File: config.mk
export PLATFORM = sky130hd
export DESIGN_NAME = unit_writeback_buffer_flat
export DESIGN_NICKNAME = d
export VERILOG_FILES = /design/src/rtl/unit_writeback_buffer_pkg.sv /design/src/rtl/unit_writeback_buffer_if.sv /design/src/rtl/unit_writeback_buffer.sv /design/src/flat_wrapper.sv
export SDC_FILE = /design/constraint.sdc
export NUM_CORES = 1
export LEC_CHECK = 0
export ABC_AREA = 1
export CORE_ASPECT_RATIO = 0.9
export CORE_MARGIN = 2
export CORE_UTILIZATION = 45
export CTS_CLUSTER_DIAMETER = 30
export DETAILED_ROUTE_END_ITERATION = 8
export HOLD_SLACK_MARGIN = 0.03
export PLACE_DENSITY = 0.74
export SYNTH_ARGS = -nofsm -noshare
export SYNTH_HDL_FRONTEND = slang
export SYNTH_SLANG_ARGS = --single-unit
File: constraint.sdc
create_clock -name clk -period 2.97 [get_ports clk]
set_input_delay 0.594 -clock clk [delete_from_list [all_inputs] [get_ports clk]]
set_output_delay 0.594 -clock clk [all_outputs]
set_load 0.005 [all_outputs]
File: src/rtl/unit_writeback_buffer_pkg.sv
// Shared types and defaults for the unit writeback buffer.
// One stored entry is the completed instruction id plus its result value.
package unit_writeback_buffer_pkg;

  localparam int WB_DEPTH = 2;
  localparam int ID_W     = 3;
  localparam int XLEN     = 32;

  typedef logic [ID_W-1:0] id_t;

  typedef struct packed {
    id_t             id;
    logic [XLEN-1:0] rd;
  } wb_result_t;

endpackage

File: src/rtl/unit_writeback_buffer_if.sv
// Unit result input and writeback output bundle.
// The buffer drives the writeback side; the environment drives the unit side.
interface unit_writeback_buffer_if;
  import unit_writeback_buffer_pkg::*;

  logic            result_valid;
  id_t             result_id;
  logic [XLEN-1:0] result_data;
  logic            result_ready;

  logic            wb_done;
  id_t             wb_id;
  logic [XLEN-1:0] wb_rd;
  logic            wb_ack;

  modport master (
    input  result_valid,
    input  result_id,
    input  result_data,
    output result_ready,
    output wb_done,
    output wb_id,
    output wb_rd,
    input  wb_ack
  );

  modport slave (
    output result_valid,
    output result_id,
    output result_data,
    input  result_ready,
    input  wb_done,
    input  wb_id,
    input  wb_rd,
    output wb_ack
  );

endinterface

File: src/rtl/unit_writeback_buffer.sv
// In-order result FIFO between a multi-cycle unit and writeback.
// Head entry is presented as done/id/rd and retired on ack.
module unit_writeback_buffer
  import unit_writeback_buffer_pkg::*;
#(
  parameter int DEPTH = WB_DEPTH
) (
  input  logic                    clk,
  input  logic                    rst_n,
  input  logic                    flush,
  unit_writeback_buffer_if.master wb,
  output logic [$clog2(DEPTH):0]  occupancy
);

  localparam int PW = $clog2(DEPTH);

  wb_result_t    mem [DEPTH];
  logic [PW-1:0] wr_ptr;
  logic [PW-1:0] rd_ptr;
  logic [PW:0]   count;
  logic          full;
  logic          push;
  logic          pop;
  wb_result_t    entry;

  assign full = (count == (PW+1)'(DEPTH));
  assign push = wb.result_valid & ~full;
  assign pop  = wb.wb_ack & wb.wb_done;

  assign wb.result_ready = ~full;
  assign wb.wb_done      = (count != '0);
  assign wb.wb_id        = mem[rd_ptr].id;
  assign wb.wb_rd        = mem[rd_ptr].rd;
  assign occupancy       = count;

  assign entry.id = wb.result_id;
  assign entry.rd = wb.result_data;

  // Storage is deliberately left unreset.
  always_ff @(posedge clk) begin
    if (push && !flush) mem[wr_ptr] <= entry;
  end

  always_ff @(posedge clk or negedge rst_n) begin
    if (!rst_n) begin
      wr_ptr <= '0;
      rd_ptr <= '0;
      count  <= '0;
    end else if (flush) begin
      wr_ptr <= '0;
      rd_ptr <= '0;
      count  <= '0;
    end else begin
      if (push) wr_ptr <= wr_ptr + 1'b1;
      if (pop)  rd_ptr <= rd_ptr + 1'b1;
      unique case ({push, pop})
        2'b10:   count <= count + 1'b1;
        2'b01:   count <= count - 1'b1;
        default: count <= count;
      endcase
    end
  end

  a_no_push_full: assert property (
    @(posedge clk) disable iff (!rst_n) !(push && full));

  a_no_underflow: assert property (
    @(posedge clk) disable iff (!rst_n) !(pop && count == '0));

  a_head_stable: assert property (
    @(posedge clk) disable iff (!rst_n)
    wb.wb_done && !wb.wb_ack && !flush |=>
      $stable(wb.wb_id) && $stable(wb.wb_rd));

endmodule

File: src/flat_wrapper.sv
// flat-port wrapper written by rule: the top's interface ports become plain ports
module unit_writeback_buffer_flat import unit_writeback_buffer_pkg::*;
#(
  parameter int DEPTH = WB_DEPTH
)
  (clk, rst_n, flush, occupancy, wb_result_valid, wb_result_id, wb_result_data, wb_result_ready, wb_wb_done, wb_wb_id, wb_wb_rd, wb_wb_ack);
  unit_writeback_buffer_if wb_i ();
  input  logic clk;
  input  logic rst_n;
  input  logic flush;
  output logic [$clog2(DEPTH):0] occupancy;
  input wire logic [$bits(wb_i.result_valid)-1:0] wb_result_valid;
  input wire logic [$bits(wb_i.result_id)-1:0] wb_result_id;
  input wire logic [$bits(wb_i.result_data)-1:0] wb_result_data;
  output wire logic [$bits(wb_i.result_ready)-1:0] wb_result_ready;
  output wire logic [$bits(wb_i.wb_done)-1:0] wb_wb_done;
  output wire logic [$bits(wb_i.wb_id)-1:0] wb_wb_id;
  output wire logic [$bits(wb_i.wb_rd)-1:0] wb_wb_rd;
  input wire logic [$bits(wb_i.wb_ack)-1:0] wb_wb_ack;
  assign wb_i.result_valid = wb_result_valid;
  assign wb_i.result_id = wb_result_id;
  assign wb_i.result_data = wb_result_data;
  assign wb_result_ready = wb_i.result_ready;
  assign wb_wb_done = wb_i.wb_done;
  assign wb_wb_id = wb_i.wb_id;
  assign wb_wb_rd = wb_i.wb_rd;
  assign wb_i.wb_ack = wb_wb_ack;
  unit_writeback_buffer #(.DEPTH(DEPTH)) u_core (.clk(clk), .rst_n(rst_n), .flush(flush), .wb(wb_i), .occupancy(occupancy));
endmodule
==> results of run 1 <==
layout by cell type, fill, tap and decap left out, drive strengths merged:
cell | netlist | routed
o21ai | 2 | 2
nand3 | 1 | 1
nand4 | 4 | 4
nand2 | 116 | 116
clkinvlp | 0 | 1
dfrtp | 4 | 4
buf | 7 | 3
o22ai | 1 | 1
bufinv | 0 | 2
clkdlybuf4s50 | 0 | 78
a21oi | 2 | 2
clkbuf | 0 | 10
inv | 7 | 7
nor2 | 5 | 5
clkinv | 0 | 3
edfxtp | 70 | 70
per-layer routing:
metal,track usage (%),vias to the layer above,share of wire (%)
li1,-,911,-
met1,21.4,842,43
met2,26.6,49,51
met3,4.84,9,5.2
met4,7.03,0,1.5
met5,0,-,0
logic make-up (layout without fill, tap and decap cells):
family                 count (synthesis)  count (layout)  synth area share, %
buffers and inverters                 14             104                 2.29
flip-flops                            74              74                 79.0
AO/OA/AOI/OAI                          5               5                 1.08
AND/OR/NAND/NOR                      126             126                 17.6
state kept, by name (all words and copies together), names as in the netlist:
signal / cells
u_core.mem: 70
u_core.occupancy: 2
u_core.rd_ptr: 1
u_core.wr_ptr: 1
worst reg2reg max path, cell delays in order, from the launching register on:
cell	delay, ns
dfrtp_1	0.49
inv_2	0.07
a21oi_2	0.20
nand2_1	0.15
nor2_4	0.34
buf_12	0.24
worst paths after layout:
path                                                        end  slack [ns]  cells past startpoint
worst max-delay path                               wb_wb_rd[22]        0.45                      4
max in group asynchronous             u_core.rd_ptr$_DFFE_PN0P_        2.32                      1
worst min register to register        u_core.wr_ptr$_DFFE_PN0P_        0.57                      1
worst max register to register      u_core.mem[0][10]$_DFFE_PP_        1.18                      5
min in group clk                      u_core.wr_ptr$_DFFE_PN0P_        0.57                      1
worst min-delay path            u_core.occupancy[0]$_DFFE_PN0P_        0.47                      1
where the power goes:
group | internal (mW) | total, mW | leakage (nW) | switching, mW
clock network | 0.468 | 0.817 | 0.104 | 0.350
logic | 0.191 | 0.347 | 0.709 | 0.156
registers | 1.19 | 1.21 | 0.695 | 0.0180
total | 1.85 | 2.37 | 1.51 | 0.524
layout make-up:
| type | count | area, um2 |
|---|---|---|
| repair buffers | 81 | 828 |
| fillers | 462 | 2150 |
| flip-flops and latches | 74 | 2200 |
| clock inverters | 6 | 81.3 |
| multi-input cells | 131 | 537 |
| well taps | 72 | 90.1 |
| clock buffers | 10 | 128 |
| inverters | 7 | 28.8 |
==> run_results.csv, run 1 <==
group,metric,value,unit
run_status,outcome,"finished, final reports clean",
clock_network,tritoncts,"built",
logic_synthesis,synth_seq_cells,74,
drt,viasPerCell,4.75,
finish,syn2layout_area_growth,39.7,%
logic_synthesis,ys_warn_count,0,
clock_network,cts_root_buf,"clkbuf_8",
die,die_h,78.7,um
global_routing,grt_start_max_net_pins,38,
timing,setup_viol,0,
clock_network,cts_max_level,3,
timing,rsz0062_at_grt,"false",
logic_synthesis,synth_edf_count,70,
worst_setup_path,worstPathArrival,1.93,ns
logic_synthesis,synth_area,2790,um2
drt,drc,0,
logic_synthesis,synthFlopType,"edfxtp_1",
placed_design,placed_cells,365,
worst_setup_path,cp_max_fo,37,
placed_design,hpwlAfterDp,3.45,mm
logic_synthesis,yosysSeqAreaShare,79.0,%
global_routing,grt_use_total,16.7,%
finish,postLayoutCellArea,3890,um2
flow_run,maxCapViolCount,0,
finish,antennaDiodeCount,0,
clock_network,cts.path.max_buffers,2,
drt,ant_nets,0,
logic_synthesis,yosys.area.top_type_share,75.4,%
placed_design,gp_congestion,0.816,
power_and_ir_drop,ir_drop,345,uV
logic_synthesis,synth.net_count,259,
clock_network,cts_hold_buf,0,
clock_network,postCtsSetupBuffers,0,
die,io_pins,79,
logic_synthesis,synth_cells,219,
drt,post_drt_wl_per_cell,14.2,um
timing,period_needed,2.52,ns
die,die-area,6840,um2
timing,maxClockFrequency,397,MHz
power_and_ir_drop,p_leak,1.51,nW
global_routing,grt_pass1_vias,1769,
clock_network,cts_inserted_buffers,9,
power_and_ir_drop,total_power,2.37,mW
worst_setup_path,crit_chain,"inv_2 -> nand2_1 -> nand2_1 -> clkdlybuf4s50_1",
power_and_ir_drop,pwr_density_cell,609,nW/um2
logic_synthesis,yosysUniqueCellTypes,15,
finish,final_util,64.4,%
timing,worst_pin_slew,0.613,ns
logic_synthesis,yosysMostFrequentCell,"nand2_1",
clock_network,clkTransAtPathRegs,0.07,ns
worst_setup_path,cpMostUsedCell,"nand2_1",
clock_network,clk_latency,0.33,ns
worst_setup_path,cpLargestDelayFamily,"buffers and inverters",
logic_synthesis,synth.avg_cell_area,12.7,um2
global_routing,grt_pass1_wl,8.51,mm
finish,final_nets,344,
global_routing,grt-ovfl-total,0,
global_routing,antenna_found_initial,0,
logic_synthesis,synth_common_cells,"nand2_1 (113), edfxtp_1 (70), buf_2 (7), nor2_1 (5)",
die,coreArea,6050,um2
timing,max_slew_margin,59.1,%
drt,drtIter0Drc,113,
placed_design,io_buffers,78,
worst_setup_path,r2r_start,"u_core.occupancy[0]$_DFFE_PN0P_",
die,initial_core_util,46.1,%
finish,drive_above_1_share,8.41,%
die,die_w,87.0,um
timing,fin_tns_setup,0,ns
logic_synthesis,async_flop_share,5.41,%
finish,stdcell_count,381,
timing,fin_ws,0.449,ns
worst_setup_path,critPathLaunchType,"flip-flop",
logic_synthesis,synth_area_leaders,"edfxtp_1 (75%), nand2_1 (15%), dfrtp_1 (3.6%)",
die,num_rows,27,
logic_synthesis,yosysTopAreaCell,"edfxtp_1",
timing,clock_skew,0.00352,ns
drt,wl,5.41,mm
worst_setup_path,critPathKind,"flip-flop to primary output",
worst_setup_path,cp_num_buf_inv,2,
worst_setup_path,cp_slowest_stage_delay,0.50,ns
worst_setup_path,cp-end-kind,"primary output",
worst_setup_path,cp_slowest_cell,"clkdlybuf4s50_1",
worst_setup_path,cp-startpoint,"u_core.rd_ptr$_DFFE_PN0P_",
worst_hold_path,hp-class,"primary input to asynchronous set/reset pin",
placed_design,post_dp_cell_area,3690,um2
placed_design,place_ws,0.572,ns
clock_network,cts.repair.resized,0,
clock_network,cts_num_sinks,74,
drt,vias,1811,
timing,hold_viol,0,
drt,firstDrtPassIters,4,
timing,fin_crit_sh,84.9,%
worst_setup_path,worst_ep_required_time,2.38,ns
timing,worst_hold_slack,0.467,ns
timing,final_max_slew_viol_count,0,
(Power assumes the default switching activity.)
==> run 2, diff against run 1 <==
--- a/config.mk
+++ b/config.mk
@@ -8,11 +8,11 @@
 export ABC_AREA = 1
 export CORE_ASPECT_RATIO = 0.9
 export CORE_MARGIN = 2
-export CORE_UTILIZATION = 45
+export CORE_UTILIZATION = 42
 export CTS_CLUSTER_DIAMETER = 30
 export DETAILED_ROUTE_END_ITERATION = 8
 export HOLD_SLACK_MARGIN = 0.03
-export PLACE_DENSITY = 0.74
+export PLACE_DENSITY = 0.73
 export SYNTH_ARGS = -nofsm -noshare
 export SYNTH_HDL_FRONTEND = slang
 export SYNTH_SLANG_ARGS = --single-unit
==> constraint.sdc (replaced) <==
create_clock -name clk -period 2.3 [get_ports clk]
set_input_delay 0.46 -clock clk [delete_from_list [all_inputs] [get_ports clk]]
set_output_delay 0.46 -clock clk [all_outputs]
set_load 0.005 [all_outputs]
==> run_results.csv, run 2 (synthesis results as in run 1) <==
group,metric,value,unit
placed_design,hpwlAfterDp,3.53,mm
timing,setup_viol,0,
die,die_w,89.9,um
finish,layout_common_cells,"nand2_1 (113), clkdlybuf4s50_1 (78), edfxtp_1 (70), clkbuf_8 (9), buf_4 (7)",
power_and_ir_drop,pwr_density_cell,807,nW/um2
die,num_rows,28,
finish,drive_above_1_share,10.2,%
timing,rsz0062_at_grt,"false",
clock_network,clk_latency,0.34,ns
timing,fin_tns_setup,0,ns
timing,worst_pin_slew,0.277,ns
worst_setup_path,critPathLaunchType,"flip-flop",
timing,worst_hold_slack,0.333,ns
die,io_pins,79,
die,die_h,81.3,um
die,die-area,7310,um2
placed_design,gp_congestion,0.694,
run_status,outcome,"finished, final reports clean",
die,coreArea,6520,um2
die,initial_core_util,42.8,%
clock_network,tritoncts,"built",
flow_run,maxCapViolCount,0,
timing,final_max_slew_viol_count,0,
finish,layout_commonest_cell,"nand2_1",
drt,ant_nets,0,
global_routing,grt-ovfl-total,0,
drt,viasPerCell,4.52,
placed_design,post_dp_cell_area,3730,um2
clock_network,cts_inserted_buffers,9,
global_routing,grt_use_total,15.2,%
clock_network,cts_max_level,3,
worst_setup_path,cp-end-kind,"primary output",
clock_network,cts.path.max_buffers,2,
finish,antennaDiodeCount,0,
finish,final_util,61.0,%
power_and_ir_drop,ir_drop,465,uV
timing,fin_crit_sh,94.7,%
global_routing,antenna_found_initial,0,
drt,wl,5.33,mm
timing,maxClockFrequency,459,MHz
global_routing,grt_pass1_vias,1752,
power_and_ir_drop,total_power,3.21,mW
worst_setup_path,critPathKind,"flip-flop to primary output",
clock_network,postCtsSetupBuffers,0,
clock_network,cts.repair.resized,0,
clock_network,cts_hold_buf,0,
timing,period_needed,2.18,ns
worst_setup_path,cp_max_fo,21,
worst_setup_path,worst_ep_required_time,1.84,ns
drt,vias,1826,
placed_design,io_buffers,78,
clock_network,cts_num_sinks,74,
drt,drtIter0Drc,53,
global_routing,grt_pass1_wl,8.27,mm
timing,max_slew_margin,81.4,%
drt,firstDrtPassIters,4,
power_and_ir_drop,p_leak,1.55,nW
global_routing,grt_start_max_net_pins,22,
clock_network,clkTransAtPathRegs,0.08,ns
finish,largest_register_ffs,70,
worst_setup_path,worstPathArrival,1.72,ns
finish,final_nets,349,
timing,clock_skew,0.00739,ns
drt,post_drt_wl_per_cell,13.2,um
clock_network,cts_root_buf,"clkbuf_8",
finish,postLayoutCellArea,3970,um2
finish,top_register,"u_core.mem",
timing,hold_viol,0,
finish,syn2layout_area_growth,42.5,%
worst_hold_path,hp-class,"primary input to asynchronous set/reset pin",
drt,drc,0,
run 2: cell types whose count changed in the layout (fill, tap and decap cells not counted):
cell,previous run,this run
buf_12,2,1
buf_4,1,7
bufinv_16,2,3
clkinv_1,1,0
clkinv_2,2,1
clkinvlp_4,1,0
inv_6,0,2
run 2: path summary, 6_finish.rpt:
| check | from | end | slack, ns | cells after the start |
|---|---|---|---|---|
| min | rst_n | u_core.occupancy[1]$_DFFE_PN0P_ | 0.33 | 1 |
| max | u_core.rd_ptr$_DFFE_PN0P_ | wb_wb_rd[28] | 0.12 | 5 |
| max in group asynchronous | rst_n | u_core.wr_ptr$_DFFE_PN0P_ | 1.78 | 1 |
| min reg2reg | u_core.wr_ptr$_DFFE_PN0P_ | u_core.wr_ptr$_DFFE_PN0P_ | 0.55 | 1 |
| max reg2reg | u_core.occupancy[0]$_DFFE_PN0P_ | u_core.mem[0][20]$_DFFE_PP_ | 0.71 | 5 |
| min in group clk | u_core.wr_ptr$_DFFE_PN0P_ | u_core.wr_ptr$_DFFE_PN0P_ | 0.55 | 1 |
run 2: layout make-up:
cell class                      instances  area, um2
Fill cell                             518       2540
Inverter                                7       28.8
Clock inverter                          6        113
Multi-Input combinational cell        131        537
Clock buffer                           10        128
Sequential cell                        74       2200
Tap cell                               90        113
Timing Repair Buffer                   86        853
run 2: where the power goes:
part / internal (mW) / leakage (nW) / switching [mW]
registers: 1.54 / 0.695 / 0.0231
logic: 0.254 / 0.731 / 0.201
clock network: 0.727 / 0.121 / 0.466
total: 2.52 / 1.55 / 0.690
run 2: stage by stage:
step	setup WS, ns	cells
3_5_place_dp	0.208	388
2_1_floorplan	0.207	219
4_1_cts	0.0897	404
3_3_place_gp	0.260	388
5_1_grt	0.0209	404
6_report	0.121	404
run 2: routing by layer:
metal / share of wire, % / vias up / global-route usage [%]
li1: - / 915 / -
met1: 43 / 850 / 18.1
met2: 49 / 56 / 25.2
met3: 6.7 / 5 / 5.10
met4: 1.2 / 0 / 8.00
met5: 0 / - / 0
run 2: worst max-delay path, stage by stage (launching register included):
cell             delay (ns)
dfrtp_1                0.41
inv_2                  0.06
buf_4                  0.24
nand2_1                0.09
nand2_1                0.07
clkdlybuf4s50_1        0.51
==> run 3, diff against run 2 <==
--- a/config.mk
+++ b/config.mk
@@ -6,6 +6,7 @@
 export NUM_CORES = 1
 export LEC_CHECK = 0
 export ABC_AREA = 1
+export CAP_MARGIN = 20
 export CORE_ASPECT_RATIO = 0.9
 export CORE_MARGIN = 2
 export CORE_UTILIZATION = 42
==> results of run 3 <==
Same layout as run 2: the final DEF is identical, and so are final timing and power.
